<file path="src/rtl/ahb_master_bridge_pkg.sv">
// Shared types, constants and data-path helpers for the AHB-Lite master bridge.
package ahb_pkg;

  typedef enum logic [1:0] {
    HTRANS_IDLE   = 2'b00,
    HTRANS_NONSEQ = 2'b10
  } htrans_t;

  localparam logic [2:0] HSIZE_BYTE = 3'd0;
  localparam logic [2:0] HSIZE_HALF = 3'd1;
  localparam logic [2:0] HSIZE_WORD = 3'd2;

  typedef enum logic [2:0] {
    IDLE     = 3'd0,
    ADDR     = 3'd1,
    DATA     = 3'd2,
    RESP     = 3'd3,
    ERR_RESP = 3'd4
  } bridge_state_t;

  // Pick the addressed lane and zero/sign-extend it to 32 bits.
  function automatic logic [31:0] rd_extend(input logic [31:0] data, input logic [1:0] lane,
                                            input logic [2:0] size, input logic sgn);
    logic [31:0] sh;
    logic [31:0] res;
    sh = data >> {lane, 3'b000};
    case (size)
      HSIZE_BYTE: res = {{24{sgn & sh[7]}}, sh[7:0]};
      HSIZE_HALF: res = {{16{sgn & sh[15]}}, sh[15:0]};
      default:    res = data;
    endcase
    return res;
  endfunction

  // Replicate LSB-justified store data onto every byte lane it may occupy.
  function automatic logic [31:0] wr_replicate(input logic [31:0] data, input logic [2:0] size);
    logic [31:0] res;
    case (size)
      HSIZE_BYTE: res = {4{data[7:0]}};
      HSIZE_HALF: res = {2{data[15:0]}};
      default:    res = data;
    endcase
    return res;
  endfunction

  // Sizes above word are treated as misaligned so they take the error path.
  function automatic logic is_misaligned(input logic [1:0] addr_lo, input logic [2:0] size);
    logic res;
    case (size)
      HSIZE_BYTE: res = 1'b0;
      HSIZE_HALF: res = addr_lo[0];
      HSIZE_WORD: res = (addr_lo != 2'b00);
      default:    res = 1'b1;
    endcase
    return res;
  endfunction

endpackage

</file>
<file path="src/rtl/ahb_master_bridge_if.sv">
// Core request/response and AHB-Lite bus signals of the master bridge.
interface ahb_master_bridge_if;
  import ahb_pkg::*;

  logic        req_valid;
  logic        req_write;
  logic        req_fetch;
  logic [31:0] req_addr;
  logic [31:0] req_wdata;
  logic [2:0]  req_size;
  logic        req_signed;
  logic        busy;
  logic        resp_valid;
  logic [31:0] resp_rdata;
  logic        resp_err;
  logic        HSEL1;
  logic        HSEL2;
  logic [31:0] haddr;
  logic        hwrite;
  logic [2:0]  hsize;
  logic [3:0]  hprot;
  logic        is_signed;
  htrans_t     htrans;
  logic [31:0] hwdata;
  logic [31:0] instruction;
  logic [31:0] load_out;
  logic        hready_inst;
  logic        hready_data;
  logic        hresp_inst;
  logic        hresp_data;

  modport master (
    input  req_valid, req_write, req_fetch, req_addr, req_wdata, req_size, req_signed,
    input  instruction, load_out, hready_inst, hready_data, hresp_inst, hresp_data,
    output busy, resp_valid, resp_rdata, resp_err,
    output HSEL1, HSEL2, haddr, hwrite, hsize, hprot, is_signed, htrans, hwdata
  );

  modport slave (
    output req_valid, req_write, req_fetch, req_addr, req_wdata, req_size, req_signed,
    output instruction, load_out, hready_inst, hready_data, hresp_inst, hresp_data,
    input  busy, resp_valid, resp_rdata, resp_err,
    input  HSEL1, HSEL2, haddr, hwrite, hsize, hprot, is_signed, htrans, hwdata
  );
endinterface

</file>
<file path="src/rtl/ahb_master_bridge_decoder.sv">
// Combinational address decoder: ROM/RAM window match and write-protect check.
module ahb_addr_decoder #(
  parameter logic [31:0] ROM_BASE = 32'h0000_0000,
  parameter logic [31:0] ROM_MASK = 32'hFFFF_F000,
  parameter logic [31:0] RAM_BASE = 32'h1000_0000,
  parameter logic [31:0] RAM_MASK = 32'hFFFF_F000
) (
  input  logic [31:0] addr_i,
  input  logic        write_i,
  output logic        sel_rom_o,
  output logic        sel_ram_o,
  output logic        unmapped_o,
  output logic        ro_violation_o
);
  assign sel_rom_o      = ((addr_i & ROM_MASK) == ROM_BASE);
  assign sel_ram_o      = ((addr_i & RAM_MASK) == RAM_BASE) & ~sel_rom_o;
  assign unmapped_o     = ~sel_rom_o & ~sel_ram_o;
  assign ro_violation_o = sel_rom_o & write_i;
endmodule

</file>
<file path="src/rtl/ahb_master_bridge.sv">
// AHB-Lite master bridge: one core request -> one AHB transfer to ROM (HSEL1)
// or RAM (HSEL2). Optional DATA-phase timeout under macro AHB_BRIDGE_TIMEOUT_EN.
module ahb_master_bridge
  import ahb_pkg::*;
#(
  parameter logic [31:0] ROM_BASE    = 32'h0000_0000,
  parameter logic [31:0] ROM_MASK    = 32'hFFFF_F000,
  parameter logic [31:0] RAM_BASE    = 32'h1000_0000,
  parameter logic [31:0] RAM_MASK    = 32'hFFFF_F000,
  parameter int          TIMEOUT_CYC = 16
) (
  input logic               clk,
  input logic               reset,
  ahb_master_bridge_if.master bus
);

  bridge_state_t state_q, state_d;
  logic [31:0]   addr_q, addr_d, wdata_q, wdata_d, rdata_q, rdata_d;
  logic [2:0]    size_q, size_d;
  logic          write_q, write_d, fetch_q, fetch_d, signed_q, signed_d;
  logic          rom_q, rom_d, ram_q, ram_d, err_q, err_d;
  // ERR_RESP spends one silent cycle first so error completions land in the
  // same slot as an address-phase-only bus transfer would.
  logic          err_ph_q, err_ph_d;
`ifdef AHB_BRIDGE_TIMEOUT_EN
  logic [15:0]   cnt_q, cnt_d;
`endif

  logic eff_write_s, sel_rom_s, sel_ram_s, unmapped_s, ro_viol_s, hready_s, hresp_s;

  // A fetch is always a read regardless of req_write.
  assign eff_write_s = bus.req_write & ~bus.req_fetch;
  assign hready_s    = rom_q ? bus.hready_inst : bus.hready_data;
  assign hresp_s     = rom_q ? bus.hresp_inst  : bus.hresp_data;

  ahb_addr_decoder #(
    .ROM_BASE(ROM_BASE), .ROM_MASK(ROM_MASK), .RAM_BASE(RAM_BASE), .RAM_MASK(RAM_MASK)
  ) u_dec (
    .addr_i(bus.req_addr), .write_i(eff_write_s), .sel_rom_o(sel_rom_s),
    .sel_ram_o(sel_ram_s), .unmapped_o(unmapped_s), .ro_violation_o(ro_viol_s)
  );

  // State, request latch and captured response registers.
  always_ff @(posedge clk or posedge reset) begin
    if (reset) begin
      state_q  <= IDLE;
      addr_q   <= 32'd0;
      wdata_q  <= 32'd0;
      rdata_q  <= 32'd0;
      size_q   <= 3'd0;
      write_q  <= 1'b0;
      fetch_q  <= 1'b0;
      signed_q <= 1'b0;
      rom_q    <= 1'b0;
      ram_q    <= 1'b0;
      err_q    <= 1'b0;
      err_ph_q <= 1'b0;
    end else begin
      state_q  <= state_d;
      addr_q   <= addr_d;
      wdata_q  <= wdata_d;
      rdata_q  <= rdata_d;
      size_q   <= size_d;
      write_q  <= write_d;
      fetch_q  <= fetch_d;
      signed_q <= signed_d;
      rom_q    <= rom_d;
      ram_q    <= ram_d;
      err_q    <= err_d;
      err_ph_q <= err_ph_d;
    end
  end

`ifdef AHB_BRIDGE_TIMEOUT_EN
  // Wait-state counter for the DATA-phase timeout.
  always_ff @(posedge clk or posedge reset) begin
    if (reset) begin
      cnt_q <= 16'd0;
    end else begin
      cnt_q <= cnt_d;
    end
  end
`endif

  // Next-state logic: accept/decode in IDLE, wait for hready in DATA.
  always_comb begin
    state_d  = state_q;
    addr_d   = addr_q;
    wdata_d  = wdata_q;
    rdata_d  = rdata_q;
    size_d   = size_q;
    write_d  = write_q;
    fetch_d  = fetch_q;
    signed_d = signed_q;
    rom_d    = rom_q;
    ram_d    = ram_q;
    err_d    = err_q;
    err_ph_d = err_ph_q;
`ifdef AHB_BRIDGE_TIMEOUT_EN
    cnt_d    = cnt_q;
`endif
    case (state_q)
      IDLE: begin
        if (bus.req_valid) begin
          addr_d   = bus.req_addr;
          wdata_d  = bus.req_wdata;
          size_d   = bus.req_size;
          write_d  = eff_write_s;
          fetch_d  = bus.req_fetch;
          signed_d = bus.req_signed;
          rom_d    = sel_rom_s;
          ram_d    = sel_ram_s;
          err_d    = 1'b0;
          err_ph_d = 1'b0;
          if (unmapped_s || ro_viol_s || is_misaligned(bus.req_addr[1:0], bus.req_size)) begin
            state_d = ERR_RESP;
          end else begin
            state_d = ADDR;
          end
        end else begin
          state_d = IDLE;
        end
      end
      ADDR: begin
        state_d = DATA;
`ifdef AHB_BRIDGE_TIMEOUT_EN
        cnt_d   = 16'd0;
`endif
      end
      DATA: begin
        if (hready_s) begin
          rdata_d = rom_q ? bus.instruction : bus.load_out;
          err_d   = hresp_s;
          state_d = RESP;
        end else begin
`ifdef AHB_BRIDGE_TIMEOUT_EN
          if (cnt_q == 16'(TIMEOUT_CYC - 1)) begin
            err_d   = 1'b1;
            state_d = RESP;
          end else begin
            cnt_d   = cnt_q + 16'd1;
          end
`else
          state_d = DATA;
`endif
        end
      end
      RESP: begin
        state_d = IDLE;
      end
      ERR_RESP: begin
        if (err_ph_q) begin
          err_ph_d = 1'b0;
          state_d  = IDLE;
        end else begin
          err_ph_d = 1'b1;
        end
      end
      default: begin
        state_d = IDLE;
      end
    endcase
  end

  // Output decode from registered state and latched request only.
  always_comb begin
    bus.busy       = 1'b0;
    bus.resp_valid = 1'b0;
    bus.resp_rdata = 32'd0;
    bus.resp_err   = 1'b0;
    bus.HSEL1      = 1'b0;
    bus.HSEL2      = 1'b0;
    bus.haddr      = 32'd0;
    bus.hwrite     = 1'b0;
    bus.hsize      = 3'd0;
    bus.hprot      = 4'd0;
    bus.is_signed  = 1'b0;
    bus.htrans     = HTRANS_IDLE;
    bus.hwdata     = 32'd0;
    case (state_q)
      ADDR, DATA: begin
        bus.busy      = 1'b1;
        bus.HSEL1     = rom_q;
        bus.HSEL2     = ram_q;
        bus.haddr     = addr_q;
        bus.hwrite    = write_q;
        bus.hsize     = size_q;
        bus.hprot     = {3'b001, ~fetch_q};
        bus.is_signed = signed_q;
        if (state_q == ADDR) begin
          bus.htrans = HTRANS_NONSEQ;
        end else begin
          bus.hwdata = write_q ? wr_replicate(wdata_q, size_q) : 32'd0;
        end
      end
      RESP: begin
        bus.resp_valid = 1'b1;
        bus.resp_err   = err_q;
        bus.resp_rdata = (err_q || write_q) ? 32'd0 : rd_extend(rdata_q, addr_q[1:0], size_q, signed_q);
      end
      ERR_RESP: begin
        bus.busy       = ~err_ph_q;
        bus.resp_valid = err_ph_q;
        bus.resp_err   = err_ph_q;
      end
      default: begin
        bus.busy = 1'b0;
      end
    endcase
  end

endmodule

</file>
<file path="src/flat_wrapper.sv">
// flat-port wrapper written by rule: the top's interface ports become plain ports
module ahb_master_bridge_flat import ahb_pkg::*;
#(
  parameter logic [31:0] ROM_BASE    = 32'h0000_0000,
  parameter logic [31:0] ROM_MASK    = 32'hFFFF_F000,
  parameter logic [31:0] RAM_BASE    = 32'h1000_0000,
  parameter logic [31:0] RAM_MASK    = 32'hFFFF_F000,
  parameter int          TIMEOUT_CYC = 16
)
  (clk, reset, bus_req_valid, bus_req_write, bus_req_fetch, bus_req_addr, bus_req_wdata, bus_req_size, bus_req_signed, bus_instruction, bus_load_out, bus_hready_inst, bus_hready_data, bus_hresp_inst, bus_hresp_data, bus_busy, bus_resp_valid, bus_resp_rdata, bus_resp_err, bus_HSEL1, bus_HSEL2, bus_haddr, bus_hwrite, bus_hsize, bus_hprot, bus_is_signed, bus_htrans, bus_hwdata);
  ahb_master_bridge_if bus_i ();
  input logic clk;
  input logic reset;
  input wire logic [$bits(bus_i.req_valid)-1:0] bus_req_valid;
  input wire logic [$bits(bus_i.req_write)-1:0] bus_req_write;
  input wire logic [$bits(bus_i.req_fetch)-1:0] bus_req_fetch;
  input wire logic [$bits(bus_i.req_addr)-1:0] bus_req_addr;
  input wire logic [$bits(bus_i.req_wdata)-1:0] bus_req_wdata;
  input wire logic [$bits(bus_i.req_size)-1:0] bus_req_size;
  input wire logic [$bits(bus_i.req_signed)-1:0] bus_req_signed;
  input wire logic [$bits(bus_i.instruction)-1:0] bus_instruction;
  input wire logic [$bits(bus_i.load_out)-1:0] bus_load_out;
  input wire logic [$bits(bus_i.hready_inst)-1:0] bus_hready_inst;
  input wire logic [$bits(bus_i.hready_data)-1:0] bus_hready_data;
  input wire logic [$bits(bus_i.hresp_inst)-1:0] bus_hresp_inst;
  input wire logic [$bits(bus_i.hresp_data)-1:0] bus_hresp_data;
  output wire logic [$bits(bus_i.busy)-1:0] bus_busy;
  output wire logic [$bits(bus_i.resp_valid)-1:0] bus_resp_valid;
  output wire logic [$bits(bus_i.resp_rdata)-1:0] bus_resp_rdata;
  output wire logic [$bits(bus_i.resp_err)-1:0] bus_resp_err;
  output wire logic [$bits(bus_i.HSEL1)-1:0] bus_HSEL1;
  output wire logic [$bits(bus_i.HSEL2)-1:0] bus_HSEL2;
  output wire logic [$bits(bus_i.haddr)-1:0] bus_haddr;
  output wire logic [$bits(bus_i.hwrite)-1:0] bus_hwrite;
  output wire logic [$bits(bus_i.hsize)-1:0] bus_hsize;
  output wire logic [$bits(bus_i.hprot)-1:0] bus_hprot;
  output wire logic [$bits(bus_i.is_signed)-1:0] bus_is_signed;
  output wire logic [$bits(bus_i.htrans)-1:0] bus_htrans;
  output wire logic [$bits(bus_i.hwdata)-1:0] bus_hwdata;
  assign bus_i.req_valid = bus_req_valid;
  assign bus_i.req_write = bus_req_write;
  assign bus_i.req_fetch = bus_req_fetch;
  assign bus_i.req_addr = bus_req_addr;
  assign bus_i.req_wdata = bus_req_wdata;
  assign bus_i.req_size = bus_req_size;
  assign bus_i.req_signed = bus_req_signed;
  assign bus_i.instruction = bus_instruction;
  assign bus_i.load_out = bus_load_out;
  assign bus_i.hready_inst = bus_hready_inst;
  assign bus_i.hready_data = bus_hready_data;
  assign bus_i.hresp_inst = bus_hresp_inst;
  assign bus_i.hresp_data = bus_hresp_data;
  assign bus_busy = bus_i.busy;
  assign bus_resp_valid = bus_i.resp_valid;
  assign bus_resp_rdata = bus_i.resp_rdata;
  assign bus_resp_err = bus_i.resp_err;
  assign bus_HSEL1 = bus_i.HSEL1;
  assign bus_HSEL2 = bus_i.HSEL2;
  assign bus_haddr = bus_i.haddr;
  assign bus_hwrite = bus_i.hwrite;
  assign bus_hsize = bus_i.hsize;
  assign bus_hprot = bus_i.hprot;
  assign bus_is_signed = bus_i.is_signed;
  assign bus_htrans = bus_i.htrans;
  assign bus_hwdata = bus_i.hwdata;
  ahb_master_bridge #(.ROM_BASE(ROM_BASE), .ROM_MASK(ROM_MASK), .RAM_BASE(RAM_BASE), .RAM_MASK(RAM_MASK), .TIMEOUT_CYC(TIMEOUT_CYC)) u_core (.clk(clk), .reset(reset), .bus(bus_i));
endmodule
</file>
<file path="config.mk">
export PLATFORM = sky130hd
export DESIGN_NAME = ahb_master_bridge_flat
export DESIGN_NICKNAME = d
export VERILOG_FILES = /design/src/rtl/ahb_master_bridge_pkg.sv /design/src/rtl/ahb_master_bridge_if.sv /design/src/rtl/ahb_master_bridge_decoder.sv /design/src/rtl/ahb_master_bridge.sv /design/src/flat_wrapper.sv
export SDC_FILE = /design/constraint.sdc
export NUM_CORES = 1
export LEC_CHECK = 0
export CAP_MARGIN = 20
export CORE_UTILIZATION = 47
export DETAILED_ROUTE_END_ITERATION = 16
export PLACE_DENSITY_LB_ADDON = 0.05
export SLEW_MARGIN = 20
export SYNTH_ARGS = -nofsm -noshare
export SYNTH_HDL_FRONTEND = slang
export SYNTH_SLANG_ARGS = --single-unit
</file>
<file path="constraint.sdc">
create_clock -name clk -period 7.6 [get_ports clk]
set_clock_uncertainty 0.2 [all_clocks]
set_input_delay 1.52 -clock clk [delete_from_list [all_inputs] [get_ports clk]]
set_output_delay 1.52 -clock clk [all_outputs]
set_load 0.01 [all_outputs]
</file>
==> summary.txt <==
Floorplan
  – # IOs: 253
  – # rows: 41
  – Core region area: 12600 um2
  – Die width: 116 um
  – Die H: 116 um
  – Die Area: 13400 um2
  – Initial Util: 0.482

Clock network
  – CTS tree: done
  – CTS buffer count: 9
  – H-tree depth: 3
  – CTS resizes: 0
  – Worst skew pair latency: 350 ps
  – Postcts setup bufs: 0
  – Hold buffers post-CTS: 0
  – CTS root buf: clkbuf_16
  – Clock Path Buffers: 2
  – Clk pin slew, worst setup/hold paths: 80 ps
  – Sinks on Clock Net: 109

Route
  – ANT nets after route: 0
  – DRC viols: 0
  – Via density: 5.29
  – First-pass DRT Iterations: 5
  – DRT iter0 DRCs: 345
  – Drt wl/cell: 16.3 um
  – Via count: 6011
  – Post-Route WL: 18600 um

Critical path
  – Critical path class: reg2out
  – Delay-heaviest family, CP: simple AND/OR/NAND/NOR gates
  – Buffers & Inverters on Critical Path: 1
  – Critical-path cell list: nor3b_1 -> nand2_1 -> a211oi_1 -> clkdlybuf4s50_1
  – Crit path largest cell delay: 710 ps
  – Critical Path RT: 5880 ps
  – CP endpoint kind: output port
  – Crit Path Max Fanout: 24
  – Critical path's slowest cell: nor3b_1
  – CP arrival: 3290 ps
  – CP Launch Type: flop

Final layout
  – Post-route cell area: 8930 um2
  – Fraction of layout cells with a size suffix above 1: 0.0415
  – Number of diodes: 0
  – Synthesis-to-layout area growth: 46.7%
  – Final #Nets: 1101

Run status
  – Status: complete, no violations

Timing
  – FMAX: 0.199 GHz
  – Headroom to the max-slew limit: 0.310
  – Fin crit period: 5010 ps
  – Max-slew violations: 0
  – # setup viols final: 0
  – RSZ-0062 raised after global routing: no
  – Final Hold Violating Endpoints: 0
  – Worst Max-Slew Pin Slew: 1030 ps
  – Final period util: 0.660
  – Post-route setup TNS: 0 ps

Placed design
  – Post-Place Cell Area: 8600 um2
  – DP HPWL: 13700 um
  – RePlAce Congestion: 0.879
  – PortBufs: 249

Yosys
  – Async set-reset flop share out of synthesis: 1.00
  – Post-synth EDFFs: 0
  – Post-synthesis simple-gate area fraction: 0.277
  – Yosys reg bits: 109
  – Main flop type after synthesis: dfrtp_1
  – Adder-cell share of the synthesized area: 0
  – Cell variety after synth: 45
  – Synth Instances: 747
  – Top cells by area, synth: dfrtp_1 45%, nand2_1 16%, mux2i_1 8.1%
  – Compound-Gate Fraction of Synth Area: 0.134
  – Most common library cells after synthesis: 253 x nand2_1, 109 x dfrtp_1, 65 x a21oi_1, 49 x mux2i_1, 48 x nor2_1
  – Syn. warnings: 0
  – Sequential share of the synthesized area: 0.448
  – Largest family of logic cells by synthesized area: simple AND/OR/NAND/NOR gates
  – Largest area contributor in the netlist: dfrtp_1
  – Post-synthesis mux area share: 0.0862
  – Syn avg cell area: 8.15 um2
  – Most frequent cell after synthesis: nand2_1
  – Cell Area, Synth: 6080 um2
  – XOR/XNOR Fraction of Synth Area: 0.00144
  – Post-synth top area share: 0.448

Pwr
  – Leak Pwr: 4.01 nW
  – Power per cell area: 250 nW/um2
  – Peak supply drop: 0.122 mV

GRT
  – Vias in the first global route: 5818
  – GRT Total Usage: 0.281
  – Antenna violations before repair: 0
  – Largest net degree at the start of global routing: 75
  – Grt ovf: 0
  – Global-route wire length before repair: 28800 um

Job
  – MaxCap Viol Count: 0

Min path
  – Hold Crit Class: reg2reg
==> registers in the layout (all words and copies together), names as in the netlist <==
register	count
u_core.write_q	1
u_core.wdata_q	32
u_core.addr_q	32
u_core.signed_q	1
u_core.fetch_q	1
u_core.err_ph_q	1
u_core.size_q	3
u_core.rdata_q	32
u_core.rom_q	1
u_core.err_q	1
u_core.ram_q	1
u_core.state_q	3
==> tightest hold or removal path, delay by kind of cell, from the launching register on <==
family	cells	cell delay, ps
flops	1	340
simple gates	2	100
==> logic make-up (layout without fill, tap and decap cells) <==
logic type,after synthesis,count (layout)
other cells,1,3
xor+xnor,1,1
buf+inv,66,282
compound gates,133,133
flops,109,109
mux,51,51
simple gates,386,386
==> routing by layer <==
metal / vias up / track usage / part of all wire
met1: 2844 / 0.354 / 0.42
met4: 0 / 0.114 / 0.026
li1: 2883 / - / -
met3: 35 / 0.0732 / 0.081
met5: - / 0 / 0
met2: 249 / 0.461 / 0.47
==> cell usage in the layout, fill, tap and decap left out, drive strengths merged, types with 4 or more instances in the layout <==
master           n
a211oi           8
nand3            4
nand2b           4
a21o            16
clkbuf          12
buf              6
o221ai           8
clkdlybuf4s50  249
nand2          253
mux2i           49
nor4             4
a21oi           65
and2            46
o21ai           29
dfrtp          109
inv             12
and3             8
nor2            50
nor3             4
==> area by class of cell <==
type	count	area (um2)
inverter	11	43.8
clock buffer	12	267
clock inverter	4	52.6
fill	1014	3690
tap	172	215
multi-input combinational	574	3080
timing repair buffer	255	2540
sequential	109	2730
==> where the power goes <==
group	total (mW)	switching, mW	internal (mW)
Clock	0.496	0.212	0.284
Combinational	0.741	0.440	0.302
Sequential	0.999	0.215	0.784
Total	2.24	0.866	1.37
==> metrics by stage <==
step | cells | total power [mW] | hold WS, ps | utilization | worst slack (ps)
after floorplan | 749 | 1.46 | 237 | - | 3010
after global placement | 1120 | 1.70 | 250 | 0.681 | 3140
after detailed placement | 1120 | 1.74 | 255 | 0.681 | 3050
after CTS | 1136 | 2.24 | 273 | 0.707 | 2650
after global routing | 1137 | 2.39 | 286 | 0.708 | 2290
final | 1137 | 2.24 | 268 | 0.708 | 2590
==> worst paths after layout <==
path / start / end / slack, ps / cells after the start
max reg2reg: u_core.rom_q / u_core.err_q / 4980 / 5
min: u_core.addr_q[29] / u_core.addr_q[29] / 270 / 2
min in group asynchronous: reset / u_core.addr_q[5] / 1330 / 2
max: u_core.state_q[2] / bus_hwdata[25] / 2590 / 4
max in group asynchronous: reset / u_core.rom_q / 4560 / 3
min reg2reg: u_core.addr_q[29] / u_core.addr_q[29] / 270 / 2
(Power assumes the default switching activity.)
